--- src/rtl/sync_fifo_if.sv ---
// Handshake and status bundle between a single-clock FIFO and its producer/consumer.
// master drives requests, data and thresholds; slave (the FIFO) returns data and status.
interface sync_fifo_if #(
  parameter int DSIZE = 32,
  parameter int ASIZE = 4
);
  logic             flush;
  logic             winc;
  logic [DSIZE-1:0] wdata;
  logic             wfull;
  logic             awfull;
  logic [ASIZE-1:0] awfull_th;
  logic             rinc;
  logic [DSIZE-1:0] rdata;
  logic             rempty;
  logic             arempty;
  logic [ASIZE-1:0] arempty_th;
  logic [ASIZE:0]   fill;
  logic             overflow;
  logic             underflow;

  modport master (
    output flush, winc, wdata, awfull_th, rinc, arempty_th,
    input  wfull, awfull, rdata, rempty, arempty, fill, overflow, underflow
  );

  modport slave (
    input  flush, winc, wdata, awfull_th, rinc, arempty_th,
    output wfull, awfull, rdata, rempty, arempty, fill, overflow, underflow
  );
endinterface

--- src/rtl/sync_fifo.sv ---
// Single-clock FIFO with programmable almost flags, fill level, flush and sticky errors.
// Status is registered (1 cycle); rdata is fall-through or 1-cycle registered; full rejects writes, empty rejects reads.
module sync_fifo #(
  parameter int DSIZE       = 32,
  parameter int ASIZE       = 4,
  parameter     FALLTHROUGH = "TRUE"
) (
  input logic        clk,
  input logic        rst_n,
  sync_fifo_if.slave bus
);
  localparam int             DEPTH   = 1 << ASIZE;
  localparam logic [ASIZE:0] DEPTH_V = {1'b1, {ASIZE{1'b0}}};

  logic [DSIZE-1:0] mem [DEPTH];
  logic [ASIZE:0]   wptr, rptr;
  logic [ASIZE:0]   fill_q, fill_nxt;
  logic             wfull_q, rempty_q, awfull_q, arempty_q;
  logic             overflow_q, underflow_q;
  logic             wr_acc, rd_acc;

  // Acceptance is judged on the registered flags seen before the edge.
  always_comb begin
    wr_acc   = bus.winc && !wfull_q  && !bus.flush;
    rd_acc   = bus.rinc && !rempty_q && !bus.flush;
    fill_nxt = fill_q;
    case ({wr_acc, rd_acc})
      2'b10:   fill_nxt = fill_q + 1'b1;
      2'b01:   fill_nxt = fill_q - 1'b1;
      default: fill_nxt = fill_q;
    endcase
    if (bus.flush) fill_nxt = '0;
  end

  always_ff @(posedge clk or negedge rst_n) begin
    if (!rst_n) begin
      wptr <= '0;
      rptr <= '0;
    end else if (bus.flush) begin
      wptr <= '0;
      rptr <= '0;
    end else begin
      if (wr_acc) wptr <= wptr + 1'b1;
      if (rd_acc) rptr <= rptr + 1'b1;
    end
  end

  always_ff @(posedge clk or negedge rst_n) begin
    if (!rst_n) begin
      fill_q    <= '0;
      wfull_q   <= 1'b0;
      rempty_q  <= 1'b1;
      awfull_q  <= 1'b0;
      arempty_q <= 1'b0;
    end else begin
      fill_q    <= fill_nxt;
      wfull_q   <= (fill_nxt == DEPTH_V);
      rempty_q  <= (fill_nxt == '0);
      awfull_q  <= (fill_nxt >= (DEPTH_V - {1'b0, bus.awfull_th}));
      arempty_q <= (fill_nxt != '0) && (fill_nxt <= {1'b0, bus.arempty_th});
    end
  end

  always_ff @(posedge clk or negedge rst_n) begin
    if (!rst_n) begin
      overflow_q  <= 1'b0;
      underflow_q <= 1'b0;
    end else if (bus.flush) begin
      overflow_q  <= 1'b0;
      underflow_q <= 1'b0;
    end else begin
      if (bus.winc && wfull_q)  overflow_q  <= 1'b1;
      if (bus.rinc && rempty_q) underflow_q <= 1'b1;
    end
  end

  always_ff @(posedge clk) begin
    if (wr_acc) mem[wptr[ASIZE-1:0]] <= bus.wdata;
  end

  generate
    if (FALLTHROUGH == "TRUE") begin : g_fwft
      assign bus.rdata = mem[rptr[ASIZE-1:0]];
    end else begin : g_reg
      logic [DSIZE-1:0] rdata_q;
      always_ff @(posedge clk or negedge rst_n) begin
        if (!rst_n)         rdata_q <= '0;
        else if (bus.flush) rdata_q <= '0;
        else if (rd_acc)    rdata_q <= mem[rptr[ASIZE-1:0]];
      end
      assign bus.rdata = rdata_q;
    end
  endgenerate

  assign bus.fill      = fill_q;
  assign bus.wfull     = wfull_q;
  assign bus.rempty    = rempty_q;
  assign bus.awfull    = awfull_q;
  assign bus.arempty   = arempty_q;
  assign bus.overflow  = overflow_q;
  assign bus.underflow = underflow_q;
endmodule

--- src/flat_wrapper.sv ---
// flat-port wrapper written by rule: the top's interface ports become plain ports
module sync_fifo_flat 
#(
  parameter int DSIZE       = 32,
  parameter int ASIZE       = 4,
  parameter     FALLTHROUGH = "    "
)
  (clk, rst_n, bus_flush, bus_winc, bus_wdata, bus_awfull_th, bus_rinc, bus_arempty_th, bus_wfull, bus_awfull, bus_rdata, bus_rempty, bus_arempty, bus_fill, bus_overflow, bus_underflow);
  sync_fifo_if #(.DSIZE(DSIZE), .ASIZE(ASIZE)) bus_i ();
  input logic clk;
  input logic rst_n;
  input wire logic [$bits(bus_i.flush)-1:0] bus_flush;
  input wire logic [$bits(bus_i.winc)-1:0] bus_winc;
  input wire logic [$bits(bus_i.wdata)-1:0] bus_wdata;
  input wire logic [$bits(bus_i.awfull_th)-1:0] bus_awfull_th;
  input wire logic [$bits(bus_i.rinc)-1:0] bus_rinc;
  input wire logic [$bits(bus_i.arempty_th)-1:0] bus_arempty_th;
  output wire logic [$bits(bus_i.wfull)-1:0] bus_wfull;
  output wire logic [$bits(bus_i.awfull)-1:0] bus_awfull;
  output wire logic [$bits(bus_i.rdata)-1:0] bus_rdata;
  output wire logic [$bits(bus_i.rempty)-1:0] bus_rempty;
  output wire logic [$bits(bus_i.arempty)-1:0] bus_arempty;
  output wire logic [$bits(bus_i.fill)-1:0] bus_fill;
  output wire logic [$bits(bus_i.overflow)-1:0] bus_overflow;
  output wire logic [$bits(bus_i.underflow)-1:0] bus_underflow;
  assign bus_i.flush = bus_flush;
  assign bus_i.winc = bus_winc;
  assign bus_i.wdata = bus_wdata;
  assign bus_i.awfull_th = bus_awfull_th;
  assign bus_i.rinc = bus_rinc;
  assign bus_i.arempty_th = bus_arempty_th;
  assign bus_wfull = bus_i.wfull;
  assign bus_awfull = bus_i.awfull;
  assign bus_rdata = bus_i.rdata;
  assign bus_rempty = bus_i.rempty;
  assign bus_arempty = bus_i.arempty;
  assign bus_fill = bus_i.fill;
  assign bus_overflow = bus_i.overflow;
  assign bus_underflow = bus_i.underflow;
  sync_fifo #(.DSIZE(DSIZE), .ASIZE(ASIZE), .FALLTHROUGH(FALLTHROUGH)) u_core (.clk(clk), .rst_n(rst_n), .bus(bus_i));
endmodule
--- config.mk ---
export PLATFORM = sky130hd
export DESIGN_NAME = sync_fifo_flat
export DESIGN_NICKNAME = d
export VERILOG_FILES = /design/src/rtl/sync_fifo_if.sv /design/src/rtl/sync_fifo.sv /design/src/flat_wrapper.sv
export SDC_FILE = /design/constraint.sdc
export NUM_CORES = 1
export LEC_CHECK = 0
export ABC_AREA = 0
export ABC_CLOCK_PERIOD_IN_PS = 7100
export CAP_MARGIN = 20
export CORE_ASPECT_RATIO = 1.25
export CORE_MARGIN = 2
export CORE_UTILIZATION = 65
export DETAILED_ROUTE_END_ITERATION = 16
export PLACE_DENSITY_LB_ADDON = 0.1
export RECOVER_POWER = 25
export SETUP_SLACK_MARGIN = 0.15
export SLEW_MARGIN = 20
export SYNTH_ARGS = -nofsm -noshare
export SYNTH_HDL_FRONTEND = slang
export SYNTH_SLANG_ARGS = --single-unit
--- constraint.sdc ---
create_clock -name clk -period 7.1 [get_ports clk]
set_input_delay 1.775 -clock clk [delete_from_list [all_inputs] [get_ports clk]]
set_output_delay 1.775 -clock clk [all_outputs]
set_load 0.05 [all_outputs]
Word level (Yosys, flattened, before mapping)
Memory sizes are Yosys's and may differ from the RTL's. Cells that the tools add are included.

Register bits after elaboration: 53. Bits in writable memories: 512. Input bits: 45. Output and inout port bits: 43. Word-level logic and storage cells: 51. Memories: 1.

Memories: u_core.mem (words 16, bits a word 32, rd ports 1, clocked after Yosys merged registers in 0, wr ports 1, RTL line sync_fifo.sv:15) `logic [DSIZE-1:0] mem [DEPTH];`.

Add/subtract/negate cells: 5. Order comparisons: 2. Equality and inequality tests: 3. Muxes and demuxes: 14. Reduce and logical (&&, ||, !) cells: 16.

Operators with widths (number): 32-bit two-way mux (2); 5-bit two-way mux (5); 5-bit by 1-bit adder with 5-bit output (second input constant) (3); 5-bit case mux with 2 select lines (1); 2-bit nonzero test (4); 1-bit logical AND (7); 1-bit two-way mux (6); 5-bit equality test (second input constant) (1); 5-bit >= comparator (1); 5-bit by 4-bit less-or-equal comparator with 1-bit output (1); 5-bit logical NOT (1); 5-bit nonzero test (1); 5-bit by 1-bit subtractor with 5-bit output (second input constant) (1); 5-bit by 4-bit subtractor with 5-bit output (first input constant) (1); 1-bit logical NOT (3); 2-bit by 1-bit equality test with 1-bit output (second input constant) (1); 2-bit equality test (second input constant) (1).

Depth between registers and ports, before layout
Gate-level depths: netlist of run 1.

Word-level depth: 8. Mapped depth: 16. Depth with buffers taken out: 15.

Worst setup path before layout of run 1
No wires, ideal clock.

Kind: input port to flip-flop. From: input bus_winc. To: memory u_core.mem[1][0] (enable). Data arrival time: 4.627 ns. Setup slack: 2.012 ns. Stages: 4. Buffers on the path: 0. Path through: nor2b_1 > and2_1 > nand2_1 > nor3_1.

Longest elaborated chain between the ends: 4.

RTL lines: start, declared (RTL line flat_wrapper.sv:13) `input wire logic [$bits(bus_i.winc)-1:0] bus_winc;`; 1-bit logical AND (2 in a row) (RTL line sync_fifo.sv:24) `wr_acc = bus.winc && !wfull_q && !bus.flush;`; 1-bit two-way mux (RTL line sync_fifo.sv:78) `if (wr_acc) mem[wptr[ASIZE-1:0]] <= bus.wdata;`; 1-bit two-way mux (not written as such) (RTL line sync_fifo.sv:78); end, declared (RTL line sync_fifo.sv:15).

No other way between the ends.

Worst setup path after layout of run 1
From: input bus_flush. To: register u_core.arempty_q, in the netlist u_core.bus.arempty.

Longest elaborated chain between the ends: 7. Elaborated cells on any way between the ends: 10. Classes of those cells: 1 x order compare; 2 x eq/ne; 2 x mux; 5 x reduce/logical.

RTL lines: start, declared (RTL line flat_wrapper.sv:12) `input wire logic [$bits(bus_i.flush)-1:0] bus_flush;`; 1-bit logical NOT (RTL line sync_fifo.sv:24, sync_fifo.sv:25); 1-bit logical AND, on equally long branches (RTL line sync_fifo.sv:25, sync_fifo.sv:24); 2-bit by 1-bit equality test with 1-bit output / 2-bit equality test (equally long branches) (RTL line sync_fifo.sv:27) `case ({wr_acc, rd_acc})`; 5-bit case mux with 2 select lines (RTL line sync_fifo.sv:27); 5-bit two-way mux * (RTL line sync_fifo.sv:32) `if (bus.flush) fill_nxt = '0;`; via u_core.fill_nxt[2] (RTL line sync_fifo.sv:17) `logic [ASIZE:0] fill_q, fill_nxt;`; 5-bit by 4-bit less-or-equal comparator with 1-bit output / 5-bit nonzero test (equally long branches) (RTL line sync_fifo.sv:60) `arempty_q <= (fill_nxt != '0) && (fill_nxt <= {1'b0, bus.arempty_th});`; 1-bit logical AND * (RTL line sync_fifo.sv:60); end signal, assigned (RTL line sync_fifo.sv:60); end, declared (RTL line sync_fifo.sv:18) `logic wfull_q, rempty_q, awfull_q, arempty_q;`.

The timed path passes the listed nets; every way through them passes the cells marked *. A chain may end at the register's enable or synchronous reset.

==> results of run 1 <==
-- worst min-delay path by stage --
stage	from	endpoint	slack [ns]	depth (start not counted)
finish	u_core.bus.rdata[3]$_DFFE_PN0P_	u_core.bus.rdata[3]$_DFFE_PN0P_	0.47	1
global route	u_core.bus.rdata[3]$_DFFE_PN0P_	u_core.bus.rdata[3]$_DFFE_PN0P_	0.49	1
CTS	u_core.bus.rdata[5]$_DFFE_PN0P_	u_core.bus.rdata[5]$_DFFE_PN0P_	0.48	1
detailed placement	u_core.bus.rdata[5]$_DFFE_PN0P_	u_core.bus.rdata[5]$_DFFE_PN0P_	0.46	1
global placement	u_core.bus.rdata[9]$_DFFE_PN0P_	u_core.bus.rdata[9]$_DFFE_PN0P_	0.46	1
floorplan	u_core.rptr[3]$_DFFE_PN0P_	u_core.rptr[3]$_DFFE_PN0P_	0.52	2
-- routing by layer --
layer | vias to the layer above | part of all wire | GRT usage
li1 | 4449 | - | -
met1 | 5482 | 0.41 | 0.368
met2 | 377 | 0.51 | 0.419
met3 | 76 | 0.056 | 0.0366
met4 | 4 | 0.027 | 0.0861
met5 | - | 0.00062 | 0
-- cell type report --
type	count	area share
Sequential cell	563	0.668
Tap cell	418	0.0210
Clock buffer	78	0.0605
Inverter	13	0.00196
Clock inverter	17	0.00647
Timing Repair Buffer	118	0.0437
Multi-Input combinational cell	403	0.198
-- flip-flops by register name (all words and copies together), names as in the netlist, 4 cells and up --
signal,cells
u_core.bus.fill,5
u_core.bus.rdata,32
u_core.mem,512
u_core.rptr,4
u_core.wptr,4
-- placed cells by master (no fill, tap or decap), types with 4 or more instances in the layout --
cell / instances
clkbuf_16: 53
buf_4: 29
nor2b_1: 6
inv_1: 13
o22ai_1: 14
nor2_4: 13
mux4_2: 128
dlygate4sd3_1: 19
clkdlybuf4s50_1: 67
a21o_1: 19
nand4_1: 5
clkinv_2: 9
edfxtp_1: 512
ha_1: 18
nand2_1: 12
xor2_1: 8
clkbuf_1: 18
nor3_2: 4
clkbuf_8: 9
dfrtp_1: 47
nand2b_1: 5
nor2_1: 35
a21oi_1: 24
mux2i_1: 66
o21ai_0: 21
-- kinds of logic after synthesis --
family                   count (synthesis)  share of synthesized area
multiplexers                           194                      0.163
flip-flops                             563                      0.765
XOR/XNOR                                11                    0.00443
adder cells (fa/ha/maj)                 18                     0.0103
AO/OA/AOI/OAI                           86                     0.0240
buffers and inverters                   67                     0.0132
AND/OR/NAND/NOR                         94                     0.0203
-- where the power goes --
group          switching [mW]  leakage [nW]  total [mW]  internal (mW)
logic                   0.314          1.97       0.568          0.254
clock network            1.13         0.819        2.71           1.57
registers              0.0465          5.30        3.71           3.67
-- critical path: cells and delay by family --
family          cells  cell delay [ns]
compound gates      4             0.57
xor+xnor            2             0.35
fa+ha+maj           3             0.77
buf+inv             4             1.43
mux                 1             0.24
simple gates        3             0.63
==> flow_metrics.env, run 1 <==
export IMPL_ios=88
export IMPL_r2r_end="u_core.bus.arempty$_DFF_PN0_"
export IMPL_final_cell_count_no_fill=1610
export IMPL_clk_path_buf_depth=3
export IMPL_relSlewSlack=-1.41
export IMPL_final_setup_viol_count=0
export IMPL_worst_pin_slew_ns=3.62
export IMPL_grt_pass1_vias=10700
export IMPL_violations="capacitance limit, slew limit"
export IMPL_drtPass1Iterations=7
export IMPL_cts_root_buf="clkbuf_16"
export IMPL_numCtsBuffers=51
export IMPL_place_area_sq_um=23300
export IMPL_hp_class="register to register"
export IMPL_finalHoldViolCount=0
export IMPL_fp_dieW_microns=168
export IMPL_p_total_mw=6.98
export IMPL_crit_end="u_core.bus.arempty$_DFF_PN0_"
export IMPL_postCtsSetupBuffers=0
export IMPL_grtUsageTotal=0.257
export IMPL_cts_max_level=2
export IMPL_drive_gt1_frac=0.216
export IMPL_wl_per_cell_microns=27.1
export IMPL_p_per_area_nw_per_um2=280
export IMPL_synth_ff_type="edfxtp_1"
export IMPL_required_ns=7.61
export IMPL_cts_tree="built"
export IMPL_cts_repair_resized=0
export IMPL_cp_startpoint="bus_flush"
export IMPL_synth_edf_count=512
export IMPL_critPathMaxFanout=18
export IMPL_slowest_stage="clkbuf_1"
export IMPL_rsz0062_at_grt="false"
export IMPL_maxCapViolations=1
export IMPL_yosysMostFrequentCell="edfxtp_1"
export IMPL_worst_r2r_path_depth=15
export IMPL_syn2layout_area_growth_pct=14.6
export IMPL_dp_slack_ns=1.63
export IMPL_cts_sinks=563
export IMPL_fin_ws_ns=1.85
export IMPL_hold_buffers=0
export IMPL_ys_seq_area_frac=0.765
export IMPL_cp_arrival_ns=5.75
export IMPL_ir_drop_mv=0.216
export IMPL_fin_worst_skew_ns=0.0128
export IMPL_start_util=0.662
export IMPL_ys_types=39
export IMPL_critical_path_class="input port to register"
export IMPL_synthesis_nets=1096
export IMPL_grt_overflow=0
export IMPL_hold_slack_ns=0.474
export IMPL_status="finished, violations left"
export IMPL_row_count=74
export IMPL_dp_cells=1515
export IMPL_fin_setup_tns_ns=0
export IMPL_path_common_cell="ha_1"
export IMPL_synth_top_area_frac=0.706
export IMPL_syn_inst=1033
export IMPL_worstPathCellList="dlygate4sd3_1 > clkbuf_1 > inv_1 > and2_1 > inv_1 > ha_1 > xor2_1 > ha_1 > a21oi_1 > mux2i_1 > xor2_1 > and2_1 > ha_1 > o21a_1 > o21a_1 > o21ai_0 > and3b_1"
export IMPL_synth_area_sq_um=21800
export IMPL_slew_viol_final=52
export IMPL_first_iter_violations=940
export IMPL_max_stage_delay_ns=0.61
export IMPL_worstSetupEndpointType="register"
export IMPL_synthTopCellsByArea="edfxtp_1 (71%), mux4_2 (13%), dfrtp_1 (5.7%)"
export IMPL_fillerInstances=1773
export IMPL_num_antenna_cells=0
export IMPL_multiInputGateArea_sq_um=4950
export IMPL_fin_util=0.759
export IMPL_vias=10400
export IMPL_fin_area_sq_um=24900
export IMPL_core_sq_um=32900
export IMPL_postRouteAntennaNets=0
export IMPL_yosysWarnings=0
export IMPL_regToRegSetupSlack_ns=3.46
export IMPL_grt_pass1_wl_mm=65.8
export IMPL_yosys_register_bits=563
export IMPL_period_share=0.739
export IMPL_netlist_top_cells_count="edfxtp_1 (512), mux4_2 (128), mux2i_1 (66)"
export IMPL_drc=0
export IMPL_rr_startpoint="u_core.bus.wfull$_DFF_PN0_"
export IMPL_path_clk_slew_ns=0.07
export IMPL_worstSkewPairLatency_ns=0.56
export IMPL_critPathLaunchType="input port"
export IMPL_leakagePower_nw=8.09
export IMPL_grt_max_degree=53
export IMPL_dp_hpwl_mm=22.7
export IMPL_max_clock_freq_ghz=0.191
export IMPL_die_area_sq_um=35000
export IMPL_antenna_found_initial=2
export IMPL_synthArstFlopShare=0.0906
export IMPL_io_buffers=87
export IMPL_yosys_area_top_type="edfxtp_1"
export IMPL_chipHeight_microns=209
export IMPL_period_needed_ns=5.25
export IMPL_synth_avg_cell_area_sq_um=21.1
export IMPL_gp_congestion=0.727
export IMPL_totalWireLength_mm=43.6
export IMPL_fin_nets=1213
export IMPL_register_area_sq_um=16700
export IMPL_viasPerCell=6.45
(Power assumes the default switching activity.)
==> inputs of run 2 (changes only) <==
--- a/config.mk
+++ b/config.mk
@@ -6,11 +6,11 @@
 export NUM_CORES = 1
 export LEC_CHECK = 0
 export ABC_AREA = 0
-export ABC_CLOCK_PERIOD_IN_PS = 7100
+export ABC_CLOCK_PERIOD_IN_PS = 5200
 export CAP_MARGIN = 20
 export CORE_ASPECT_RATIO = 1.25
 export CORE_MARGIN = 2
-export CORE_UTILIZATION = 65
+export CORE_UTILIZATION = 60
 export DETAILED_ROUTE_END_ITERATION = 16
 export PLACE_DENSITY_LB_ADDON = 0.1
 export RECOVER_POWER = 25
==> constraint.sdc (replaced) <==
create_clock -name clk -period 5.2 [get_ports clk]
set_input_delay 1.3 -clock clk [delete_from_list [all_inputs] [get_ports clk]]
set_output_delay 1.3 -clock clk [all_outputs]
set_load 0.05 [all_outputs]
==> run 2 against run 1 <==
Compared with the run above: the flow still finishes with violations (capacitance limit, slew limit); largest cell class unchanged; first-iteration DRC count fell by 9.6%; clock skew is 0.0079 ns higher; design area grew 0.59%; register-to-register slack got worse by 1.5 ns; sequential power rose by 37%; global-route usage down 1.5 points.
==> flow_metrics.env, run 2 (same netlist as run 1, synthesis figures left out) <==
export IMPL_cp_startpoint="bus_flush"
export IMPL_first_iter_violations=850
export IMPL_grt_pass1_wl_mm=67.1
export IMPL_cp_arrival_ns=4.65
export IMPL_cts_tree="built"
export IMPL_final_cell_count_no_fill=1683
export IMPL_cts_root_buf="clkbuf_16"
export IMPL_fillerInstances=2227
export IMPL_wl_met3_mm=2.14
export IMPL_final_common_cell="edfxtp_1"
export IMPL_dp_hpwl_mm=24.8
export IMPL_totalWireLength_mm=43.9
export IMPL_num_antenna_cells=0
export IMPL_status="finished, violations left"
export IMPL_drc=0
export IMPL_cts_sinks=563
export IMPL_grt_pass1_vias=11000
export IMPL_grt_max_degree=52
export IMPL_final_cell_mix="edfxtp_1 (512), mux4_2 (128), mux2i_1 (66), clkdlybuf4s50_1 (66), clkbuf_16 (51)"
export IMPL_viasPerCell=6.16
export IMPL_rsz0062_at_grt="false"
export IMPL_max_clock_freq_ghz=0.241
export IMPL_path_clk_slew_ns=0.06
export IMPL_critical_path_class="input port to register"
export IMPL_postRouteAntennaNets=0
export IMPL_grt_overflow=0
export IMPL_fin_area_sq_um=25100
export IMPL_ios=88
export IMPL_hold_path_startpoint="u_core.bus.rdata[25]$_DFFE_PN0P_"
export IMPL_worstSkewPairLatency_ns=0.58
export IMPL_fin_worst_skew_ns=0.0206
export IMPL_fin_nets=1226
export IMPL_dr_wl_met2_mm=22.6
export IMPL_fin_setup_tns_ns=0
export IMPL_start_util=0.605
export IMPL_grtUsageTotal=0.241
export IMPL_antenna_found_initial=1
export IMPL_hp_class="register to register"
export IMPL_cts_max_level=2
export IMPL_wl_per_cell_microns=26.1
export IMPL_largest_register_ffs=512
export IMPL_worst_pin_slew_ns=2.16
export IMPL_period_share=0.799
export IMPL_critPathLaunchType="input port"
export IMPL_clk_path_buf_depth=3
export IMPL_row_count=78
export IMPL_core_sq_um=36000
export IMPL_period_needed_ns=4.15
export IMPL_dp_cells=1590
export IMPL_postCtsSetupBuffers=0
export IMPL_fin_ws_ns=1.05
export IMPL_worstSetupEndpointType="register"
export IMPL_die_area_sq_um=37800
export IMPL_dp_slack_ns=0.532
export IMPL_violations="capacitance limit, slew limit"
export IMPL_drt_met1_wl_mm=18.1
export IMPL_finalHoldViolCount=0
export IMPL_gp_congestion=0.749
export IMPL_chipHeight_microns=217
export IMPL_top_layer="met4"
export IMPL_relSlewSlack=-0.441
export IMPL_fp_dieW_microns=174
export IMPL_required_ns=5.70
export IMPL_slew_viol_final=33
export IMPL_final_setup_viol_count=0
export IMPL_critPathMaxFanout=7
export IMPL_maxCapViolations=1
export IMPL_io_buffers=87
export IMPL_cts_repair_resized=0
export IMPL_drive_gt1_frac=0.222
export IMPL_rr_startpoint="u_core.bus.wfull$_DFF_PN0_"
export IMPL_hold_buffers=0
export IMPL_syn2layout_area_growth_pct=15.3
export IMPL_fin_util=0.697
export IMPL_ir_drop_mv=0.319
export IMPL_place_area_sq_um=23500
export IMPL_leakagePower_nw=8.14
export IMPL_p_per_area_nw_per_um2=379
export IMPL_vias=10400
export IMPL_numCtsBuffers=51
export IMPL_drtPass1Iterations=5
==> run 2: changes by cell type in the layout (fill, tap and decap cells not counted), moves of 2 or more <==
cell,before,now
clkinv_1,3,1
clkbuf_16,53,51
clkinvlp_4,2,0
clkbuf_8,9,7
clkbuf_1,18,22
buf_4,29,43
==> run 2: path summary, 6_finish.rpt <==
path | endpoint | slack (ns) | cells past startpoint
max | u_core.bus.arempty$_DFF_PN0_ | 1.05 | 16
min | u_core.bus.rdata[25]$_DFFE_PN0P_ | 0.47 | 1
max reg2reg | u_core.bus.arempty$_DFF_PN0_ | 1.92 | 15
min reg2reg | u_core.bus.rdata[25]$_DFFE_PN0P_ | 0.47 | 1
max in group asynchronous | u_core.rptr[0]$_DFFE_PN0P_ | 2.31 | 1
min in group asynchronous | u_core.bus.fill[0]$_DFF_PN0_ | 1.36 | 1
==> run 2: cell type report <==
cell class / count / area (sq um) / area share
tap: 480 / 601 / 0.0239
clock inverter: 14 / 173 / 0.00688
inverter: 13 / 48.8 / 0.00194
timing repair buffer: 131 / 1210 / 0.0481
clock buffer: 79 / 1450 / 0.0578
sequential: 563 / 16700 / 0.664
multi-input combinational: 403 / 4950 / 0.197
==> run 2: stage by stage <==
step | hold WS [ns] | total power, mW
after floorplan | 0.520 | 5.68
after global placement | 0.458 | 5.95
after detailed placement | 0.466 | 5.97
after CTS | 0.479 | 9.57
after global routing | 0.499 | 9.80
final | 0.474 | 9.50
==> run 2: worst max-delay path, stage by stage <==
cell and delay (ns):
dlygate4sd3_1 0.57, inv_1 0.12, and2_1 0.26, inv_1 0.09, ha_1 0.28, xor2_1 0.19
ha_1 0.22, a21oi_1 0.15, mux2i_1 0.23, xor2_1 0.20, and2_1 0.21, ha_1 0.26
o21a_1 0.11, o21a_1 0.16, o21ai_0 0.13, and3b_1 0.17
==> run 2: metal layers <==
| layer | GRT usage | up-vias |
|---|---|---|
| li1 | - | 4479 |
| met1 | 0.332 | 5530 |
| met4 | 0.0697 | 0 |
| met3 | 0.0320 | 66 |
| met2 | 0.412 | 290 |
| met5 | 0 | - |
==> run 2: power by group <==
group	switching, mW	total [mW]	internal, mW	leakage [nW]
logic	0.429	0.782	0.353	2.04
clock network	1.53	3.65	2.11	0.798
registers	0.0653	5.07	5.00	5.30
total	2.03	9.50	7.47	8.14
